==> src/rtl/preload_sequencer.sv <==
// preload_sequencer: streams ROWS*COLS weight beats into a systolic mesh.
// Each accepted beat becomes one registered mesh write one cycle later,
// addressed {row, col} with the column running fastest. After the final
// beat the FSM drains for one cycle, then pulses start/done together.
// Optional feature: define PRELOAD_CHECKSUM_EN to add a 16-bit wrapping
// checksum output (csum) of the sign-extended accepted beats.
//
// Handshake: a beat transfers on a rising edge where s_valid && s_ready.
// s_ready is combinational, (state == LOAD && !abort). s_valid may be
// dropped at any time; a dropped cycle stalls the beat counter.
module preload_sequencer #(
  parameter int DW    = 8,
  parameter int ROWS  = 4,
  parameter int COLS  = 16,
  parameter int ROW_W = 2,
  parameter int COL_W = 4
) (
  input  logic                   clk,
  input  logic                   rst,
  input  logic                   load_req,
  input  logic                   abort,
  input  logic                   s_valid,
  output logic                   s_ready,
  input  logic signed [DW-1:0]   s_data,
  output logic                   preload_valid,
  output logic [ROW_W+COL_W-1:0] preload_addr,
  output logic signed [DW-1:0]   preload_data,
  output logic                   start,
  output logic                   busy,
  output logic                   done,
`ifdef PRELOAD_CHECKSUM_EN
  output logic [15:0]            csum,
`endif
  output logic [1:0]             state_dbg
);

  localparam int AW   = ROW_W + COL_W;
  localparam int LAST = ROWS * COLS - 1;

  typedef enum logic [1:0] {
    IDLE  = 2'd0,
    LOAD  = 2'd1,
    DRAIN = 2'd2,
    FIRE  = 2'd3
  } state_t;

  state_t               state_q;
  logic                 fire_q;
  logic [AW-1:0]        cnt_q, cnt_d;
  logic                 pv_q;
  logic [AW-1:0]        addr_q;
  logic signed [DW-1:0] data_q;
  logic                 accept;
  logic                 last_beat;
  logic                 kill;
  logic                 begin_load;

  assign s_ready    = (state_q == LOAD) && !abort;
  assign accept     = s_valid && s_ready;
  assign last_beat  = accept && (cnt_q == AW'(LAST));
  assign kill       = abort && ((state_q == LOAD) || (state_q == DRAIN));
  assign begin_load = (state_q == IDLE) && load_req;

  // Sequencing FSM; fire_q is high exactly while the state is FIRE.
  always_ff @(posedge clk or posedge rst) begin
    if (rst) begin
      state_q <= IDLE;
      fire_q  <= 1'b0;
    end else begin
      fire_q <= 1'b0;
      case (state_q)
        IDLE:    if (load_req) state_q <= LOAD;
        LOAD: begin
          if (abort)          state_q <= IDLE;
          else if (last_beat) state_q <= DRAIN;
        end
        DRAIN: begin
          if (abort) begin
            state_q <= IDLE;
          end else begin
            state_q <= FIRE;
            fire_q  <= 1'b1;
          end
        end
        FIRE:    state_q <= IDLE;
        default: state_q <= IDLE;
      endcase
    end
  end

  // Beat counter: restarts at 0 for every new load and on abort.
  always_comb begin
    cnt_d = cnt_q;
    if (kill || begin_load) cnt_d = '0;
    else if (accept)        cnt_d = cnt_q + AW'(1);
  end

  // Mesh write port: one registered write per accepted beat.
  always_ff @(posedge clk or posedge rst) begin
    if (rst) begin
      cnt_q  <= '0;
      pv_q   <= 1'b0;
      addr_q <= '0;
      data_q <= '0;
    end else begin
      cnt_q <= cnt_d;
      pv_q  <= accept;
      if (accept) begin
        addr_q <= cnt_q;
        data_q <= s_data;
      end
    end
  end

`ifdef PRELOAD_CHECKSUM_EN
  logic [15:0] csum_q;

  // Running checksum; frozen through DRAIN/FIRE so it is stable at done.
  always_ff @(posedge clk or posedge rst) begin
    if (rst) begin
      csum_q <= '0;
    end else if (kill || begin_load) begin
      csum_q <= '0;
    end else if (accept) begin
      csum_q <= csum_q + 16'(s_data);
    end
  end

  assign csum = csum_q;
`endif

  assign preload_valid = pv_q;
  assign preload_addr  = addr_q;
  assign preload_data  = data_q;
  assign start         = fire_q;
  assign done          = fire_q;
  assign busy          = (state_q != IDLE);
  assign state_dbg     = state_q;

endmodule

==> config.mk <==
export PLATFORM = sky130hd
export DESIGN_NAME = preload_sequencer
export DESIGN_NICKNAME = d
export VERILOG_FILES = /design/src/rtl/preload_sequencer.sv
export SDC_FILE = /design/constraint.sdc
export NUM_CORES = 1
export LEC_CHECK = 0
export ABC_AREA = 0
export CAP_MARGIN = 30
export CORE_AREA = 10 10 71 58
export CTS_CLUSTER_SIZE = 40
export DETAILED_ROUTE_END_ITERATION = 7
export DIE_AREA = 0 0 81 68
export GPL_ROUTABILITY_DRIVEN = 0
export PLACE_DENSITY = 0.71
export SYNTH_ARGS = -nofsm -noshare
export SYNTH_HDL_FRONTEND = slang
export SYNTH_SLANG_ARGS = --single-unit
export TNS_END_PERCENT = 100
==> constraint.sdc <==
create_clock -name clk -period 1.2 [get_ports clk]
set_input_delay 0.3 -clock clk [delete_from_list [all_inputs] [get_ports clk]]
set_output_delay 0.3 -clock clk [all_outputs]
set_load 0.05 [all_outputs]
# Word level (Yosys, flattened, before mapping)
# Index checks and enable logic that the tools add are counted.
[word_totals]
register_bits = 24
latchBits = 0
ramBits = 0
rom_bits = 0
input_bits = 13
output_inout_bits = 21
wordCells = 34
mem_count = 0
[op_classes]
add_sub_neg = 1
n_mul = 0
n_div = 0
order_cmp = 0
n_eq_ne = 6
shifts = 0
mux = 9
bitwise = 0
reduce_logical = 12
[ops]
columns = ["operator", "n"]
rows = [
  ["$mux 6", 2],
  ["$mux 2", 4],
  ["$pmux 2 s4", 1],
  ["$add 6x1->6 const B", 1],
  ["$eq 6x6->1 const B", 1],
  ["$logic_and 1x1->1", 5],
  ["$eq 2x2->1 const B", 2],
  ["$reduce_bool 2->1", 2],
  ["$ne 3x3->1 const B", 1],
  ["$eq 2x1->1 const B", 1],
  ["$logic_not 2->1", 1],
  ["$logic_or 1x1->1", 2],
  ["$mux 1", 2],
  ["$ne 2x2->1 const B", 1],
  ["$reduce_and 2->1", 1],
  ["$logic_not 1->1", 1],
]

# Logic depth before layout (Yosys ltp)
# Gate-level depths: netlist of the first run.
[depth]
word_depth = 7
ltp_mapped = 7
mapped_depth_nobuf = 7

# Worst setup path before layout of the first run
# OpenSTA, ideal clock, no wires.
[synth_timing]
kind = "reg-to-reg"
startpoint = "register state_q[1] (netlist: state_dbg[1])"
endpoint = "register state_q[0] (netlist: state_dbg[0])"
setup_ns = 0.080
t_arrival_ns = 2.233
t_required_ns = 1.120
slack_ns = -1.113
path_stages_with_launch = 7
synth_period_minus_slack_ns = 2.313
cell_sequence = "dfrtp_1 -> inv_1 -> ha_1 -> nor2b_1 -> nor2_1 -> nor2_1 -> mux2i_1"
[synth_between]
elab_chain_cells = 6
elab_cells_between_ends = 11
[synth_lines]
columns = ["item", "line_no", "rtl"]
rows = [
  ["from (decl)", "47", "state_t state_q;"],
  ["from (signal assigned)", "67", "state_q <= IDLE;"],
  ["from (signal assigned)", "72", "IDLE: if (load_req) state_q <= LOAD;"],
  ["from (signal assigned)", "74", "if (abort) state_q <= IDLE;"],
  ["$eq 2x1->1", "58", "assign s_ready = (state_q == LOAD) && !abort;"],
  ["$logic_and 1x1->1", "58", ""],
  ["net s_ready", "23", "output logic s_ready,"],
  ["$logic_and 1x1->1", "59", "assign accept = s_valid && s_ready;"],
  ["$logic_and 1x1->1", "60", "assign last_beat = accept && (cnt_q == AW'(LAST));"],
  ["$ne 3x3->1 (no source line)", "--", ""],
  ["$reduce_and 2->1 (no source line)", "--", ""],
]
# The timed path passes the listed nets, and every way through them passes these cells.
# A chain may end at the register's enable or synchronous reset.

# Worst setup path after layout of the first run
[layout_timing]
startpoint = "register state_q[0] (netlist: state_dbg[0])"
endpoint = "output port s_ready"
[layout_between]
elab_chain_cells = 2
[layout_lines]
columns = ["item", "line_no"]
rows = [
  ["$eq 2x1->1", "58"],
  ["$logic_and 1x1->1", "58"],
  ["to (decl)", "23"],
]
# Every way passes these cells.

==> results of run 1 <==
==> synth_stat cells, drive strengths merged <==
cell and count:
a21oi 2, a22o 1, buf 3, dfrtp 24, ha 5, inv 5, mux2i 2, nand2 46
nand3 1, nand3b 1, nand4 2, nor2 8, nor2b 3, nor3 2, o21ai 2, or3 1
xnor2 2, xor2 2
==> worst max-delay path, delay by kind of cell, from the launching register on <==
family,cells,cell delay (ns)
and+or+nand+nor,1,0.13
adders and majority gates,1,0.16
DFF,1,0.43
buffers and inverters,2,0.27
==> repair_timing <==
action                                  CTS  global route
endpoints found under the setup margin   27            31
pin swaps                                17            14
gates resized for setup                  42            42
cloned                                    1             0
setup buffers                             7             9
==> cell families after synthesis <==
group	count (synthesis)
and+or+nand+nor	64
muxes	2
xor gates and xnor gates	4
buffers and inverters	8
AOI/OAI and AO/OA	5
DFF	24
adders and majority gates	5
==> routing by layer <==
| metal | vias to the layer above | track usage | routed length, um |
|---|---|---|---|
| met4 | 0 | 0.0259 | 56 |
| met3 | 6 | 0.0419 | 254 |
| met2 | 31 | 0.223 | 1810 |
| met1 | 494 | 0.139 | 1500 |
| met5 | - | 0 | 0 |
| li1 | 475 | - | - |
==> metrics by stage <==
stage               hold WS (ns)   util
floorplan                  0.314      -
global placement           0.514  0.639
detailed placement         0.515  0.639
CTS                        0.355  0.741
global route               0.363  0.811
finish                     0.348  0.811
==> final timing paths <==
kind / startpoint / end / cells past startpoint
worst max register to register: state_dbg[1]$_DFFE_PP0P_ / cnt_q[4]$_DFFE_PP0P_ / 8
worst min-delay path: rst / preload_data[1]$_DFFE_PP0P_ / 3
max in group asynchronous: rst / preload_data[0]$_DFFE_PP0P_ / 3
worst max-delay path: state_dbg[0]$_DFFE_PP0P_ / s_ready / 4
min in group clk: preload_addr[1]$_DFFE_PP0P_ / preload_addr[1]$_DFFE_PP0P_ / 2
worst min register to register: preload_addr[1]$_DFFE_PP0P_ / preload_addr[1]$_DFFE_PP0P_ / 2
==> where the power goes <==
part	leakage [nW]	internal [W]	switching [W]
clock	0.0357	0.000446	0.000256
sequential	0.312	0.00103	0.000246
combinational	0.756	0.00188	0.00181
==> state kept, by name, summed over array words and instances, names as in the netlist <==
register	cells
preload_addr	6
preload_data	8
cnt_q	6
state_dbg	2
done	1
preload_valid	1
==> layout make-up <==
class	count	area (sq um)
Clock buffer	3	41.3
Clock inverter	1	30.0
Fill cell	172	531
Inverter	5	32.5
Multi-Input combinational cell	80	656
Sequential cell	24	607
Tap cell	38	47.5
Timing Repair Buffer	62	863
==> run_results.csv, run 1 <==
group,metric,value,unit
status,status,"finished with violations",
status,violations,"setup timing",
floorplan,dieHeight,68,um
worst_setup_path,arrival,1.26,ns
clock_tree,clock_path_buffers,2,
logic_synthesis,synth-simple-area-share,0.260,
global_routing,grt_overflow,0,
global_routing,grt_start_max_net_pins,25,
job,max_cap_viol_count,0,
power,finalPower,0.00567,W
sta,finalHoldViolCount,0,
logic_synthesis,syn_nets,130,
clock_tree,cts_hold_buf,0,
logic_synthesis,synth-seq-cells,24,
worst_setup_path,worstPathRequired,0.90,ns
placed_design,dp_hpwl,2.22,mm
routing,detail-route-antenna-nets,0,
global_routing,grtUsageTotal,0.123,
sta,grt_setup_unrepaired,"true",
logic_synthesis,ys_seq_area_frac,0.567,
routing,routedWlPerCell,17.0,um
logic_synthesis,synth-adder-area-share,0.0591,
placed_design,dpl-instance-area,0.00180,sq mm
floorplan,start_util,0.377,
routing,vias,1006,
worst_setup_path,crit_path_max_fanout,2,
logic_synthesis,avgSynthCellArea,9.45,sq um
clock_tree,htree_levels,1,
finish,stdcell_area,0.00228,sq mm
sta,setup_slack,-0.360,ns
sta,post-route-period-util,1.30,
sta,worstMarginPinSlew,0.310,ns
sta,maxSlewHeadroom,0.793,
floorplan,die_area,0.00551,sq mm
routing,avgViaCountPerCell,4.72,
clock_tree,root_buffer,"clkbuf_8",
logic_synthesis,synth_top_family_by_area,"simple AND/OR/NAND/NOR gates",
power,power.density,2490,mW/mm^2
routing,detail_route.first_pass.iterations,4,
sta,fmax,641,MHz
logic_synthesis,synthCells,112,
clock_tree,cts_tree,"built",
logic_synthesis,synth_top_area_share,0.567,
logic_synthesis,synth_xor_area_frac,0.0331,
worst_setup_path,endpoint_kind,"output pin",
sta,final-setup-viol-count,28,
worst_setup_path,r2r_setup_slack,-0.33,ns
sta,setup_tns,-7.10,ns
floorplan,die_x,81,um
placed_design,place_ws,-0.403,ns
sta,slew_violations,0,
worst_setup_path,cp_slowest_cell,"dfrtp_2",
placed_design,dp_cells,196,
logic_synthesis,synth-compound-area-share,0.0272,
finish,fin_nets,194,
finish,final_cell_mix,"buf_12, nand2_2, dfrtp_1",
floorplan,ios,34,
hold_path,hp-class,"in2async",
floorplan,core-area,0.00281,sq mm
sta,finalCriticalPeriod,1.56,ns
logic_synthesis,synth.distinct_cells,20,
power,peakVddDrop,1.79,mV
clock_tree,clkLatencyLatePin,0.27,ns
power,p_leak,1.10,nW
global_routing,grt_pass1_wl,5.37,mm
logic_synthesis,synth_area,0.00106,sq mm
worst_setup_path,worstPathCellList,"buf_6 -> ha_4 -> nor2b_4 -> buf_12",
logic_synthesis,yosys.area.top_type,"dfrtp_1",
worst_setup_path,start_kind,"flip-flop",
finish,n_antenna_cell,0,
logic_synthesis,yosys_warnings,0,
logic_synthesis,synthTopCellsByArea,"dfrtp_1, nand2_1, ha_1",
worst_setup_path,cpPeakStageDelay,0.43,ns
routing,drtIter0Drc,32,
sta,skew,0.00587,ns
placed_design,portBuffers,33,
global_routing,first_global_vias,1108,
floorplan,num_rows,17,
finish,mostFrequentLayoutCell,"buf_12",
clock_tree,cts.sinks,24,
clock_tree,path_clk_slew,0.08,ns
global_routing,antenna_found_initial,0,
routing,routed_wl,3.63,mm
logic_synthesis,synthMuxAreaShare,0.0189,
clock_tree,cts_made_buffers,3,
finish,syn2layout_area_growth,115,%
finish,drive_above_1_share,0.623,
routing,route.detailed.drc,0,
worst_setup_path,crit_type,"reg2out",
finish,stdcell_count,213,
No activity file was read; power rests on OpenSTA's default activity.
==> run 2, diff against run 1 <==
Settings changed: CORE_AREA 10 10 71 58 to 10 10 66 54, DIE_AREA 0 0 81 68 to 0 0 76 64, PLACE_DENSITY 0.71 to 0.8.
Clock period 1.2 ns to 2 ns, I/O delays scaled along.
==> run_results.csv, run 2 (same netlist as run 1, synthesis figures left out) <==
group,metric,value,unit
routing,routed_wl,2.49,mm
routing,avgViaCountPerCell,4.78,
floorplan,die_area,0.00486,sq mm
finish,mostFrequentLayoutCell,"nand2_1",
routing,detail_route.first_pass.iterations,4,
clock_tree,post_cts.repair.setup_buffers,0,
routing,m1WireLength,1.05,mm
sta,worstMarginPinSlew,0.508,ns
global_routing,grt_overflow,0,
sta,finalHoldViolCount,0,
clock_tree,root_buffer,"clkbuf_4",
placed_design,place_ws,-0.0425,ns
finish,fin_nets,168,
worst_setup_path,crit_path_max_fanout,4,
routing,route.detailed.drc,0,
sta,post-route-period-util,0.951,
routing,vias,875,
sta,skew,0.00300,ns
finish,largest_register_ffs,8,
routing,met2WireLength,1.28,mm
finish,final_cell_mix,"nand2_1, dfrtp_1, buf_4",
power,power.density,1560,mW/mm^2
floorplan,dieHeight,64,um
routing,dr_wl_met3,151,um
global_routing,grt_pass1_wl,4.24,mm
global_routing,grtUsageTotal,0.105,
worst_setup_path,crit_type,"reg2out",
clock_tree,cts_made_buffers,3,
sta,final-setup-viol-count,0,
floorplan,die_x,76,um
finish,n_fill_cell,180,
routing,top_layer_used,"met4",
power,p_leak,0.795,nW
clock_tree,cts.sinks,24,
routing,detail-route-antenna-nets,0,
job,max_cap_viol_count,0,
floorplan,ios,34,
sta,maxSlewHeadroom,0.661,
finish,n_antenna_cell,0,
clock_tree,clkLatencyLatePin,0.31,ns
floorplan,start_util,0.466,
sta,finalCriticalPeriod,1.90,ns
worst_setup_path,endpoint_kind,"output pin",
clock_tree,path_clk_slew,0.13,ns
floorplan,core-area,0.00227,sq mm
sta,setup_slack,0.0971,ns
global_routing,first_global_vias,920,
placed_design,portBuffers,33,
sta,timing.hold.ws,0.468,ns
status,status,"completed",
finish,drive_above_1_share,0.208,
power,finalPower,0.00231,W
worst_setup_path,worstPathRequired,1.50,ns
finish,syn2layout_area_growth,40.4,%
worst_setup_path,cpPeakStageDelay,0.43,ns
finish,utilization,0.655,
hold_path,hp-class,"in2async",
sta,fmax,526,MHz
routing,routedWlPerCell,13.6,um
worst_setup_path,worstPathCellList,"inv_1 -> ha_4 -> nor2b_4 -> buf_12",
clock_tree,cts_tree,"built",
clock_tree,clock_path_buffers,2,
global_routing,grt_start_max_net_pins,20,
sta,grt_setup_unrepaired,"false",
global_routing,antenna_found_initial,0,
worst_setup_path,arrival,1.40,ns
routing,drtIter0Drc,93,
worst_setup_path,cp_slowest_cell,"dfrtp_1",
worst_setup_path,start_kind,"flip-flop",
finish,stdcell_count,183,
power,peakVddDrop,1.24,mV
floorplan,num_rows,15,
placed_design,dp_hpwl,1.99,mm
sta,slew_violations,0,
placed_design,dp_cells,179,
clock_tree,htree_levels,1,
==> run 2: changes by cell type in the layout (fill, tap and decap cells not counted), moves of 5 or more <==
cell,change
nand2_1,+30
nand2_2,-22
buf_12,-21
buf_6,-10
buf_4,+8
nand2_4,-8
dfrtp_1,+5
dfrtp_2,-5
==> run 2: final cells by class <==
class / count / area [sq um] / area share
timing repair buffer: 36 / 330 / 0.222
sequential: 24 / 601 / 0.404
multi-input combinational: 80 / 442 / 0.297
clock buffer: 3 / 22.5 / 0.0152
clock inverter: 1 / 30.0 / 0.0202
inverter: 5 / 18.8 / 0.0126
tap: 34 / 42.5 / 0.0286
==> run 2: final timing paths <==
path	cells past startpoint	to	start	slack, ns
min reg2reg	2	preload_addr[3]$_DFFE_PP0P_	preload_addr[3]$_DFFE_PP0P_	0.49
max in group asynchronous	3	cnt_q[5]$_DFFE_PP0P_	rst	0.98
min	2	preload_data[6]$_DFFE_PP0P_	rst	0.47
max	4	s_ready	state_dbg[1]$_DFFE_PP0P_	0.1
max reg2reg	7	cnt_q[4]$_DFFE_PP0P_	state_dbg[1]$_DFFE_PP0P_	0.38
min in group clk	2	preload_addr[3]$_DFFE_PP0P_	preload_addr[3]$_DFFE_PP0P_	0.49
==> run 2: critical path, delay by kind of cell (launching register included) <==
kind	cells	cell delay, ns
flip-flops	1	0.43
buffers and inverters	2	0.30
AND/OR/NAND/NOR	1	0.17
adder cells (fa/ha/maj)	1	0.19
==> run 2: per-stage QoR <==
step | TNS, ns | area, sq um
floorplan | 0 | 1070
global placement | 0 | 1420
detailed placement | -0.0425 | 1420
CTS | 0 | 1470
global route | 0 | 1490
finish | 0 | 1490
==> run 2: what timing repair did <==
| action | in CTS | in global routing |
|---|---|---|
| hold buffers | 0 | 0 |
| gates resized for setup | 1 | 2 |
| endpoints found under the setup margin | 1 | 2 |
| cloned | 0 | 0 |
==> run 2: power by group <==
group	internal [W]	total (W)	leakage, nW	switching, W
logic	0.000433	0.00127	0.448	0.000833
clock network	0.000203	0.000345	0.0279	0.000143
registers	0.000611	0.000703	0.319	0.0000927
total	0.00125	0.00231	0.795	0.00107
==> run 2: routing by layer <==
layer	GRT usage	vias to the layer above
li1	-	430
met1	0.110	418
met2	0.191	25
met3	0.0489	2
met4	0.0165	0
met5	0	-
